<file path="config.mk">
export PLATFORM = sky130hd
export DESIGN_NAME = seven_seg_debounce_unit
export DESIGN_NICKNAME = d
export VERILOG_FILES = /design/src/rtl/seg_pkg.sv /design/src/rtl/switch_debouncer.sv /design/src/rtl/seven_seg_debounce_unit.sv
export SDC_FILE = /design/constraint.sdc
export NUM_CORES = 1
export LEC_CHECK = 0
export BUFFER_PORTS_ARGS = -buffer_cell sky130_fd_sc_hd__buf_2
export CAP_MARGIN = 20
export CORE_MARGIN = 5
export CORE_UTILIZATION = 47
export CTS_BUF_LIST = sky130_fd_sc_hd__clkbuf_16
export CTS_CLUSTER_DIAMETER = 200
export DETAILED_ROUTE_END_ITERATION = 16
export GPL_ROUTABILITY_DRIVEN = 1
export PLACE_DENSITY = 0.71
export SYNTH_ARGS = -nofsm -noshare
export SYNTH_HDL_FRONTEND = slang
export SYNTH_SLANG_ARGS = --single-unit
</file>
<file path="constraint.sdc">
create_clock -name clock -period 2.1 [get_ports clock]
set_input_delay 0.21 -clock clock [delete_from_list [all_inputs] [get_ports clock]]
set_output_delay 0.21 -clock clock [all_outputs]
set_load 0.005 [all_outputs]
</file>
<file path="src/rtl/seg_pkg.sv">
// Shared definitions for the front-panel block: segment patterns, the blank
// pattern, and the digit-scan state encoding.
package seg_pkg;

  // Active-low segment patterns for hex digits 0..F, bit0 = a ... bit6 = g.
  localparam logic [6:0] SEG_LUT [16] = '{
    7'h40, 7'h79, 7'h24, 7'h30,
    7'h19, 7'h12, 7'h02, 7'h78,
    7'h00, 7'h10, 7'h08, 7'h03,
    7'h46, 7'h21, 7'h06, 7'h0E
  };

  // All segments off.
  localparam logic [6:0] SEG_BLANK = 7'h7F;

  // All digit selects off.
  localparam logic [7:0] ANODE_OFF = 8'hFF;

  // One state per display digit; the encoding doubles as the digit index.
  typedef enum logic [2:0] {
    DIG0 = 3'd0,
    DIG1 = 3'd1,
    DIG2 = 3'd2,
    DIG3 = 3'd3,
    DIG4 = 3'd4,
    DIG5 = 3'd5,
    DIG6 = 3'd6,
    DIG7 = 3'd7
  } scan_state_t;

  // Map a hex nibble to its active-low segment pattern.
  function automatic logic [6:0] seg_decode(input logic [3:0] nib);
    return SEG_LUT[nib];
  endfunction

endpackage

</file>
<file path="src/rtl/switch_debouncer.sv">
// Two-flop synchroniser, stable-count debouncer and rising-edge pulse for a
// single raw switch/button input.
module switch_debouncer #(
  parameter int DEBOUNCE_CYCLES = 1_000_000
) (
  input  logic clock,
  input  logic reset,
  input  logic raw_in,
  output logic debounced,
  output logic rise_pulse
);

  localparam int CW = (DEBOUNCE_CYCLES > 1) ? $clog2(DEBOUNCE_CYCLES) : 1;
  localparam logic [CW-1:0] CNT_LAST = CW'(DEBOUNCE_CYCLES - 1);

  logic          sync_p0;
  logic          sync_p1;
  logic [CW-1:0] stable_cnt;
  logic          deb_prev;

  // Bring the asynchronous input into the clock domain before it is used.
  always_ff @(posedge clock or posedge reset) begin
    if (reset) begin
      sync_p0 <= 1'b0;
      sync_p1 <= 1'b0;
    end else begin
      sync_p0 <= raw_in;
      sync_p1 <= sync_p0;
    end
  end

  // Count consecutive cycles that disagree with the filtered level; any
  // agreeing cycle restarts the window, so only a sustained change flips it.
  always_ff @(posedge clock or posedge reset) begin
    if (reset) begin
      stable_cnt <= '0;
      debounced  <= 1'b0;
    end else if (sync_p1 == debounced) begin
      stable_cnt <= '0;
    end else if (stable_cnt == CNT_LAST) begin
      stable_cnt <= '0;
      debounced  <= ~debounced;
    end else begin
      stable_cnt <= stable_cnt + 1'b1;
    end
  end

  // Registered rising-edge detect: one pulse the cycle after the level rises.
  always_ff @(posedge clock or posedge reset) begin
    if (reset) begin
      deb_prev   <= 1'b0;
      rise_pulse <= 1'b0;
    end else begin
      deb_prev   <= debounced;
      rise_pulse <= debounced & ~deb_prev;
    end
  end

endmodule

</file>
<file path="src/rtl/seven_seg_debounce_unit.sv">
// Front-panel I/O: debounced switch with rising-edge pulse, plus an 8-digit
// multiplexed common-anode seven-segment display of an 8-bit value in
// decimal (three digits) or hex (two digits).
module seven_seg_debounce_unit
  import seg_pkg::*;
#(
  parameter int DEBOUNCE_CYCLES = 1_000_000,
  parameter int REFRESH_CYCLES  = 100_000
) (
  input  logic       clock,
  input  logic       reset,
  input  logic       raw_in,
  output logic       debounced,
  output logic       rise_pulse,
  input  logic       mode,
  input  logic [7:0] value,
  input  logic [7:0] digit_en,
  output logic [6:0] cathode,
  output logic [7:0] anode
);

  localparam int RW = (REFRESH_CYCLES > 1) ? $clog2(REFRESH_CYCLES) : 1;
  localparam logic [RW-1:0] REFRESH_LAST = RW'(REFRESH_CYCLES - 1);

  scan_state_t   state;
  logic [RW-1:0] refresh_cnt;
  logic [11:0]   bcd;
  logic [3:0]    nibble;
  logic          has_content;
  logic [2:0]    digit_idx;
  logic [7:0]    anode_next;
  logic [6:0]    cathode_next;

  // Binary to three BCD digits by shift-and-add-3 (hundreds, tens, ones).
  function automatic logic [11:0] to_bcd(input logic [7:0] bin);
    logic [19:0] s;
    s = {12'd0, bin};
    for (int i = 0; i < 8; i++) begin
      if (s[11:8]  >= 4'd5) s[11:8]  = s[11:8]  + 4'd3;
      if (s[15:12] >= 4'd5) s[15:12] = s[15:12] + 4'd3;
      if (s[19:16] >= 4'd5) s[19:16] = s[19:16] + 4'd3;
      s = s << 1;
    end
    return s[19:8];
  endfunction

  switch_debouncer #(
    .DEBOUNCE_CYCLES(DEBOUNCE_CYCLES)
  ) u_debouncer (
    .clock     (clock),
    .reset     (reset),
    .raw_in    (raw_in),
    .debounced (debounced),
    .rise_pulse(rise_pulse)
  );

  assign bcd       = to_bcd(value);
  assign digit_idx = 3'(state);

  // Select the nibble shown on the current digit and whether it has content.
  always_comb begin
    nibble      = 4'd0;
    has_content = 1'b0;
    if (mode) begin
      case (state)
        DIG0: begin nibble = bcd[3:0];  has_content = 1'b1; end
        DIG1: begin nibble = bcd[7:4];  has_content = 1'b1; end
        DIG2: begin nibble = bcd[11:8]; has_content = 1'b1; end
        default: begin nibble = 4'd0;   has_content = 1'b0; end
      endcase
    end else begin
      case (state)
        DIG0: begin nibble = value[3:0]; has_content = 1'b1; end
        DIG1: begin nibble = value[7:4]; has_content = 1'b1; end
        default: begin nibble = 4'd0;    has_content = 1'b0; end
      endcase
    end
  end

  // Light the current digit only if it carries content and is enabled.
  always_comb begin
    anode_next   = ANODE_OFF;
    cathode_next = SEG_BLANK;
    if (has_content && digit_en[digit_idx]) begin
      anode_next   = ~(8'd1 << digit_idx);
      cathode_next = seg_decode(nibble);
    end
  end

  // Scan FSM: hold each digit for REFRESH_CYCLES cycles, then move to the next.
  always_ff @(posedge clock or posedge reset) begin
    if (reset) begin
      state       <= DIG0;
      refresh_cnt <= '0;
    end else if (refresh_cnt == REFRESH_LAST) begin
      refresh_cnt <= '0;
      case (state)
        DIG0:    state <= DIG1;
        DIG1:    state <= DIG2;
        DIG2:    state <= DIG3;
        DIG3:    state <= DIG4;
        DIG4:    state <= DIG5;
        DIG5:    state <= DIG6;
        DIG6:    state <= DIG7;
        default: state <= DIG0;
      endcase
    end else begin
      refresh_cnt <= refresh_cnt + 1'b1;
    end
  end

  // Register the display drive so the pins change cleanly on the clock.
  always_ff @(posedge clock or posedge reset) begin
    if (reset) begin
      anode   <= ANODE_OFF;
      cathode <= SEG_BLANK;
    end else begin
      anode   <= anode_next;
      cathode <= cathode_next;
    end
  end

endmodule

</file>
# After elaboration in Yosys (flattened, before gate mapping)
# Memory sizes are Yosys's and may differ from the RTL's.
# Index checks and enable logic that the tools add are counted.
# word_totals
register_bits	60
n_memories	1
word_cells	106
mem_bits_ro	112
output_inout_bits	17
inputBits	20
# mem_list
name	depth	width	rd	rd_ports_with_merged_regs	wr	line	rtl
(name not given)	16	7	1	0	0	seg_pkg.sv:33	return SEG_LUT[nib];
# op_classes
n_reduce_logical	5
add_sub_neg	20
n_shift	1
order_cmp	20
n_mux	34
eq_ne	9
bitwise_logic	6
# ops
cell	n
$ge 4x3->1 const B	15
$mux 4	13
$add 4x2->4 const B	11
$mux 20	2
$mux 7	3
$pmux 3 s7	1
$add 20x1->20 const B	1
$eq 20x20->1 const B	1
$mux 3	6
$add 17x1->17 const B	1
$eq 17x17->1 const B	1
$mux 17	1
$add 3x2->3 const B	4
$pmux 4 s3	1
$eq 3x3->1 const B	3
$mux 8	1
$not 8->8	1
$pmux 4 s2	1
$shl 1x3->8 const A	1
$add 1x2->3 const B	2
$eq 3x2->1 const B	2
$ge 1x3->1 const B	2
$ge 5x5->1 const B	1
$not 4->5	1
14 further kinds	19

# Depth between registers and ports, before layout
# Gate-level depths: netlist of run 1.
# logic_depth
ltp_word	21
mapped_depth	34
depth_no_buf	32

# Hierarchy
# Synthesis of run 1 repeated with hierarchy kept, for this count alone.
# unflattened
cells_unflattened	450
hier_area_um2	4175.3
# by_module_without_submodules
mod	instances	cells_per_inst	area_per_inst_um2	seq_area_each_um2
seven_seg_debounce_unit	1	339	2969.1	894.6
switch_debouncer	1	111	1206.2	625.6

# Worst setup path before layout of run 1
# OpenSTA, ideal clock, no wires.
# synth_timing
path_kind	input-to-reg
startpoint	input port value[6]
endpoint	register cathode[0]
required_time_ps	2010
arrival_ps	5984
cell_stages	34
setup_time_ps	90
setup_slack_ps	-3974
path_cell_list	buf_6 inv_1 ha_1 o21ai_2 xnor2_2 inv_2 ha_1 nand2b_1 a32oi_4 xnor2_1 inv_1 ha_1 nand2b_1 o2111ai_2 and2_4 nand2_1 ha_1 clkbuf_1 nand3_1 a21bo_1 inv_1 ha_1 nand3b_1 o311ai_0 a211oi_2 a31o_1 nand2_1 o2111ai_1 a31o_2 inv_2 ha_1 or3_1 o21ai_0 o21ai_1
# synth_via
elab_chain_len	19
word_cells_on_any_way	53
# synth_lines
element	line	rtl
start, declared	seven_seg_debounce_unit.sv:16	input logic [7:0] value,
$add 4x2->4 or $ge 4x3->1 (tied branches)	seven_seg_debounce_unit.sv:39	if (s[11:8] >= 4'd5) s[11:8] = s[11:8] + 4'd3;
$mux 4	seven_seg_debounce_unit.sv:39	
$add 4x2->4 (tied with other cells)	seven_seg_debounce_unit.sv:39	
$mux 4, on equally long branches	seven_seg_debounce_unit.sv:39, seven_seg_debounce_unit.sv:40	
$add 4x2->4 (tied with other cells)	seven_seg_debounce_unit.sv:39	
$mux 4 (tied with other cells)	seven_seg_debounce_unit.sv:39	
$add 4x2->4 (tied with other cells)	seven_seg_debounce_unit.sv:39	
$mux 4 (tied with other cells)	seven_seg_debounce_unit.sv:39	
[3 not listed]	n/a	
$mux 4 (tied with other cells)	seven_seg_debounce_unit.sv:40	if (s[15:12] >= 4'd5) s[15:12] = s[15:12] + 4'd3;
$pmux 4 s3	seven_seg_debounce_unit.sv:65	case (state)
$mux 4 *	seven_seg_debounce_unit.sv:64	if (mode) begin
$not 4->5 (implied by the code) *	seg_pkg.sv:33	
$mem_v2 16x7 *	n/a	
$mux 7 (implied by the code) * (2 in series)	seg_pkg.sv:33	
$mux 7 *	seven_seg_debounce_unit.sv:84	if (has_content && digit_en[digit_idx]) begin
named net cathode_next[0]	seven_seg_debounce_unit.sv:32	logic [6:0] cathode_next;
end signal, assigned	seven_seg_debounce_unit.sv:119	cathode <= cathode_next;
end, declared	seven_seg_debounce_unit.sv:18	output logic [6:0] cathode,
# The timed path passes the listed nets; every way through them passes the cells marked *. The select of a mux whose other input is x is not followed.
# A chain may end at the register's enable or synchronous reset.

# Worst setup path after layout of run 1
# layout_timing
startpoint	input port value[6]
endpoint	register cathode[4]
# Same word-level chain as after synthesis.

==> results.json, run 1 <==
{
  "status": "finished with violations",
  "violations": "negative setup slack",
  "grt_max_degree": 44,
  "final.setup_skew_ns": 0.00870,
  "core_area_sq_mm": 0.00859,
  "rows": 34,
  "hold-worst-slack_ns": 0.0723,
  "avgRoutedWirePerCell_um": 14.3,
  "grt_pass1_vias": 3640,
  "synth_top_area_cell": "dfrtp_1",
  "ys_ff_latch": 60,
  "grtUsageTotal_pct": 19.1,
  "cts_buffers": 9,
  "drc": 0,
  "cp.arrival_ns": 4.84,
  "syn_area_sq_mm": 0.00407,
  "ant_nets": 0,
  "cts_root_buf": "clkbuf_16",
  "critPathLaunchType": "input port",
  "grt_antenna_before_repair": 0,
  "finalCriticalPeriod_ns": 4.60,
  "syn_inst": 431,
  "slowest_delay_ns": 0.35,
  "cp_common_cell": "ha_4",
  "startpoint": "value[6]",
  "path_clk_slew_ns": 0.05,
  "cts_num_sinks": 60,
  "hold_violations": 0,
  "maxSlewViolCount": 0,
  "worstHoldPathType": "in -> reg",
  "fmax_mhz": 218,
  "fillers": 654,
  "fin_ws_ns": -2.50,
  "leakage_nw": 2.49,
  "cts_max_level": 3,
  "synth.avg_cell_area_sq_um": 9.43,
  "grt_pass1_wl_mm": 16.4,
  "synth_top_area_share_pct": 27.7,
  "grt.overflow.total": 0,
  "top_level_ports": 37,
  "drtPass1Iterations": 5,
  "hold_path_startpoint": "digit_en[1]",
  "drt_iter0_markers": 116,
  "finalCritPeriodShare_pct": 219,
  "multi_input_area_sq_mm": 0.00269,
  "yosysMostFrequentCell": "dfrtp_1",
  "rsz0062_at_grt": "true",
  "r2r-start": "digit_idx[1]",
  "num_vias": 3643,
  "setup_viol": 7,
  "cts.path.max_buffers": 2,
  "cts_tree": "yes",
  "critical_path_required_ns": 2.34,
  "endpoint_kind": "flip-flop",
  "via_per_inst": 5.38,
  "dp_hpwl_mm": 7.29,
  "routed_wirelength_mm": 9.67,
  "maxCapViolCount": 0,
  "die_h_um": 103,
  "synth-warning-count": 0,
  "critPathSlowestCell": "a311oi_4",
  "synth_edf_count": 0,
  "synth_cell_types": 83,
  "yosysSeqAreaShare_pct": 37.4,
  "synthTopCellsByArea": "dfrtp_1 (28%), dfstp_2 (9.7%), ha_1 (4.9%), xnor2_1 (4.3%), nor2_1 (3.9%)",
  "nNetsFinal": 600,
  "drive_gt1_share_pct": 41.5,
  "regArea_sq_mm": 0.00152,
  "path_class": "in -> reg",
  "place_ws_ns": -2.77,
  "die_w_um": 103,
  "cp_max_fo": 4,
  "dieArea_sq_mm": 0.0106,
  "power_density_mw_per_mm2": 722,
  "synth_ff_type": "dfrtp_1",
  "ir_drop_uv": 379,
  "portBuffers": 31,
  "synth_common_cells": "dfrtp_1 (45), nor2_1 (42), nand2_1 (38), nand3_1 (24), xnor2_1 (20)",
  "clk_latency_ns": 0.32,
  "async_flop_share_pct": 100,
  "start_util_pct": 47.3,
  "n_antenna_cell": 0,
  "place.gp.congestion": 0.873,
  "syn2layout_area_growth_pct": 39.7
}
-- critical path, delay by kind of cell --
kind	cells	cell delay, ns
compound gates	11	1.97
xor+xnor	3	0.44
simple gates	3	0.39
buf+inv	9	0.78
fa+ha+maj	5	0.74
mux	1	0.28
-- cell type report --
class	instances	area share (%)
clock buffers	9	3.96
flip-flops and latches	60	26.8
inverters	18	1.32
repair buffers	134	17.1
clock inverters	7	1.06
multi-input cells	341	47.4
well taps	108	2.38
-- path summary, 6_finish.rpt --
path                            slack (ns)             endpoint  depth (start not counted)
worst max-delay path                 -2.50           cathode[4]                         32
worst min-delay path                  0.07             anode[1]                          2
worst max register to register       -0.08           cathode[4]                         10
worst min register to register        0.35  u_debouncer.sync_p1                          0
max in group asynchronous             1.07             anode[4]                          4
min in group asynchronous             0.42      refresh_cnt[13]                          3
-- metal layers --
layer  GRT usage (%)  wire length (um)  vias to the layer above
li1                -                 -                     1800
met1            22.2              4000                     1741
met2            35.0              5080                       84
met3            2.98               394                       18
met4            7.77               194                        0
met5               0                 0                        -
-- layout by cell type, fill, tap and decap left out, types with 9 or more instances in the layout --
cell type	netlist	routed
a21oi_1	16	14
buf_2	1	29
buf_4	1	97
clkbuf_16	0	9
dfrtp_1	45	45
dfstp_2	15	15
ha_4	0	11
inv_1	16	13
nand2_1	38	37
nand3_1	24	21
nand4_1	9	9
nor2_1	42	41
nor2b_1	9	9
nor3_1	14	14
o21ai_0	14	13
xnor2_1	20	19
xor2_1	18	18
-- timing repair --
item / in CTS / in global routing
endpoints found under the hold margin: 18 / 0
endpoints found under the setup margin: 7 / 11
resized for setup: 14 / 19
pin swaps: 6 / 21
hold buffers: 2 / 0
buffers inserted: 5 / 5
-- state kept, by name (all words and copies together) (netlist names) --
| signal | flops |
|---|---|
| cathode | 7 |
| digit_idx | 3 |
| refresh_cnt | 17 |
| u_debouncer.stable_cnt | 20 |
| u_debouncer.debounced | 1 |
| u_debouncer.sync_p1 | 1 |
| u_debouncer.deb_prev | 1 |
| anode | 8 |
| u_debouncer.rise_pulse | 1 |
| u_debouncer.sync_p0 | 1 |
-- cell families (layout without fill, tap and decap cells) --
group           count (synthesis)  after routing  share of synthesized area, %
compound gates                 85             85                          17.7
buf+inv                        34            168                          3.82
mux                            12             12                          3.63
other cells                     1              5                        0.0922
fa+ha+maj                      16             16                          4.92
flops                          60             60                          37.4
xor+xnor                       40             40                          8.99
simple gates                  183            183                          23.5
-- power breakdown --
part	internal, mW	leakage [nW]	switching (mW)
Combinational	0.774	1.58	0.725
Clock	0.900	0.148	0.474
Sequential	1.21	0.765	0.0134
-- stage by stage --
step	power (mW)	std cells	setup TNS, ns	cell area, sq um	utilization, %
3_3_place_gp	2.52	650	-18.24	5130	59.7
4_1_cts	4.01	673	-16.34	5550	64.5
6_report	4.10	677	-17.13	5680	66.1
3_5_place_dp	2.55	650	-19.01	5130	59.7
2_1_floorplan	2.05	435	-20.71	4250	-
5_1_grt	4.30	677	-19.12	5680	66.1
Power figures use the tool's default switching activity.
==> run 2: changes to the inputs <==
- BUFFER_PORTS_ARGS: -buffer_cell sky130_fd_sc_hd__buf_2 -> not set
- DONT_BUFFER_PORTS: not set -> 1
- PLACE_DENSITY: 0.71 -> 0.67
==> run 2 against run 1 <==
Against the previous run: clock skew is 0.0040 ns lower; global-route usage fell by 0.21 points; first-iteration DRC count grew 31%; the flow still finishes with violations (negative setup slack); combinational power is 11% lower; routed wire length fell by 2.0%; critical endpoint is now cathode[0]; utilization is 3.2 points lower; critical path type unchanged; via count fell by 5.1%; clock power rose by 10%; die area did not move; final area down 4.8%; setup slack gained 0.18 ns; sequential power about the same.
==> results.json, run 2 (synthesis results as in run 1) <==
{
  "grt_antenna_before_repair": 0,
  "core_area_sq_mm": 0.00859,
  "cts_max_level": 3,
  "grt_max_degree": 41,
  "critical_path.top_delay_family": "compound AO/OA/AOI/OAI gates",
  "setup_viol": 7,
  "critPathSlowestCell": "a311oi_4",
  "nNetsFinal": 555,
  "via_per_inst": 5.47,
  "final.setup_skew_ns": 0.00474,
  "dp_hpwl_mm": 7.13,
  "leakage_nw": 2.32,
  "crit_buf_inv": 5,
  "maxCapViolCount": 0,
  "largest_register_ffs": 20,
  "start_util_pct": 47.3,
  "min_path_cells": 2,
  "place_ws_ns": -2.68,
  "reg2regPathDepth": 9,
  "grt.overflow.total": 0,
  "fin_ws_ns": -2.32,
  "die_w_um": 103,
  "critical_path_required_ns": 2.32,
  "drtPass1Iterations": 4,
  "ant_nets": 0,
  "critPathLaunchType": "input port",
  "cts_root_buf": "clkbuf_16",
  "maxSlewHeadroom_pct": 62.7,
  "portBuffers": 0,
  "mostFrequentLayoutCell": "buf_4",
  "regArea_sq_mm": 0.00152,
  "avgRoutedWirePerCell_um": 15.0,
  "reg.largest.list": "u_debouncer.stable_cnt: 20 flops, refresh_cnt: 17 flops, anode: 8 flops",
  "num_vias": 3458,
  "multi_input_area_sq_mm": 0.00263,
  "instances_no_fill": 632,
  "drt_iter0_markers": 152,
  "grtUsageTotal_pct": 18.9,
  "syn2layout_area_growth_pct": 33.0,
  "cp.arrival_ns": 4.64,
  "rsz0062_at_grt": "true",
  "ir_drop_uv": 509,
  "fillers": 724,
  "cts.path.max_buffers": 2,
  "hold_violations": 0,
  "largest_register": "u_debouncer.stable_cnt",
  "top_level_ports": 37,
  "endpoint_kind": "flip-flop",
  "grt_pass1_vias": 3531,
  "dieArea_sq_mm": 0.0106,
  "place.gp.congestion": 0.921,
  "routed_wirelength_mm": 9.48,
  "cts_num_sinks": 60,
  "cp_max_fo": 8,
  "n_antenna_cell": 0,
  "finalCritPeriodShare_pct": 210,
  "status": "finished with violations",
  "cts_buffers": 9,
  "finalCriticalPeriod_ns": 4.42,
  "rows": 34,
  "hold-worst-slack_ns": 0.161,
  "grt_pass1_wl_mm": 16.0,
  "violations": "negative setup slack",
  "slowest_delay_ns": 0.30,
  "fmax_mhz": 226,
  "drc": 0,
  "layout_common_cells": "buf_4 (82), dfrtp_1 (45), nor2_1 (41), nand2_1 (37), nand3_1 (21)",
  "dp_cells": 606,
  "path_clk_slew_ns": 0.05,
  "path_depth": 30,
  "clk_latency_ns": 0.32,
  "cts_tree": "yes",
  "path_class": "in -> reg",
  "maxSlewViolCount": 0,
  "die_h_um": 103,
  "cp_common_cell": "ha_4",
  "power_density_mw_per_mm2": 754,
  "worst_pin_slew_ns": 0.559,
  "drive_gt1_share_pct": 35.3,
  "ff2ff_setup_slack_ns": -0.09,
  "worstHoldPathType": "in -> reg"
}
run 2: changes by cell type in the layout (fill, tap and decap cells not counted), moves of 3 or more:
cell	delta
buf_2	-29
ha_4	-3
buf_6	-3
buf_4	-15
clkbuf_16	+3
run 2: final cells by class:
type | instances | share of cell area (%)
multi-input cells | 341 | 48.6
flip-flops and latches | 60 | 28.1
repair buffers | 89 | 13.3
clock buffers | 12 | 5.55
well taps | 108 | 2.50
inverters | 18 | 1.48
clock inverters | 4 | 0.440
run 2: worst reg2reg max path: cells and delay by family, from the launching register on:
| kind | cells | cell delay (ns) |
|---|---|---|
| AO/OA/AOI/OAI | 2 | 0.28 |
| flip-flops | 1 | 0.41 |
| AND/OR/NAND/NOR | 7 | 1.40 |
run 2: final timing paths:
path	from	to
max in group asynchronous	reset	anode[2]
max reg2reg	digit_idx[1]	cathode[3]
min reg2reg	u_debouncer.sync_p0	u_debouncer.sync_p1
min in group asynchronous	reset	u_debouncer.stable_cnt[19]
max	value[6]	cathode[0]
min	digit_en[0]	anode[0]
run 2: power by group:
part	switching [mW]	internal, mW	total [mW]
clock	0.497	1.01	1.51
sequential	0.0230	1.22	1.24
combinational	0.648	0.683	1.33
total	1.17	2.91	4.08
run 2: repair_timing:
item,in CTS,in global routing
endpoints found under the hold margin,16,0
setup buffers,5,3
cloned,0,0
pin swaps,1,1
hold buffers,3,0
resized for setup,11,5
endpoints found under the setup margin,7,9
run 2: layer usage:
layer	track usage, %	vias to the layer above	routed length, um
met2	34.7	57	4970
li1	-	1715	-
met3	4.47	17	333
met4	6.57	0	194
met5	0	-	0
met1	21.3	1669	3980
run 2: through the flow:
stage	util, %	total power [mW]	setup TNS [ns]	cell area (sq um)
2_1_floorplan	-	2.05	-20.71	4250
3_5_place_dp	57.1	2.48	-18.55	4910
5_1_grt	62.9	4.28	-17.66	5410
6_report	62.9	4.08	-15.81	5410
3_3_place_gp	57.1	2.45	-17.15	4910
4_1_cts	62.3	4.07	-15.72	5350
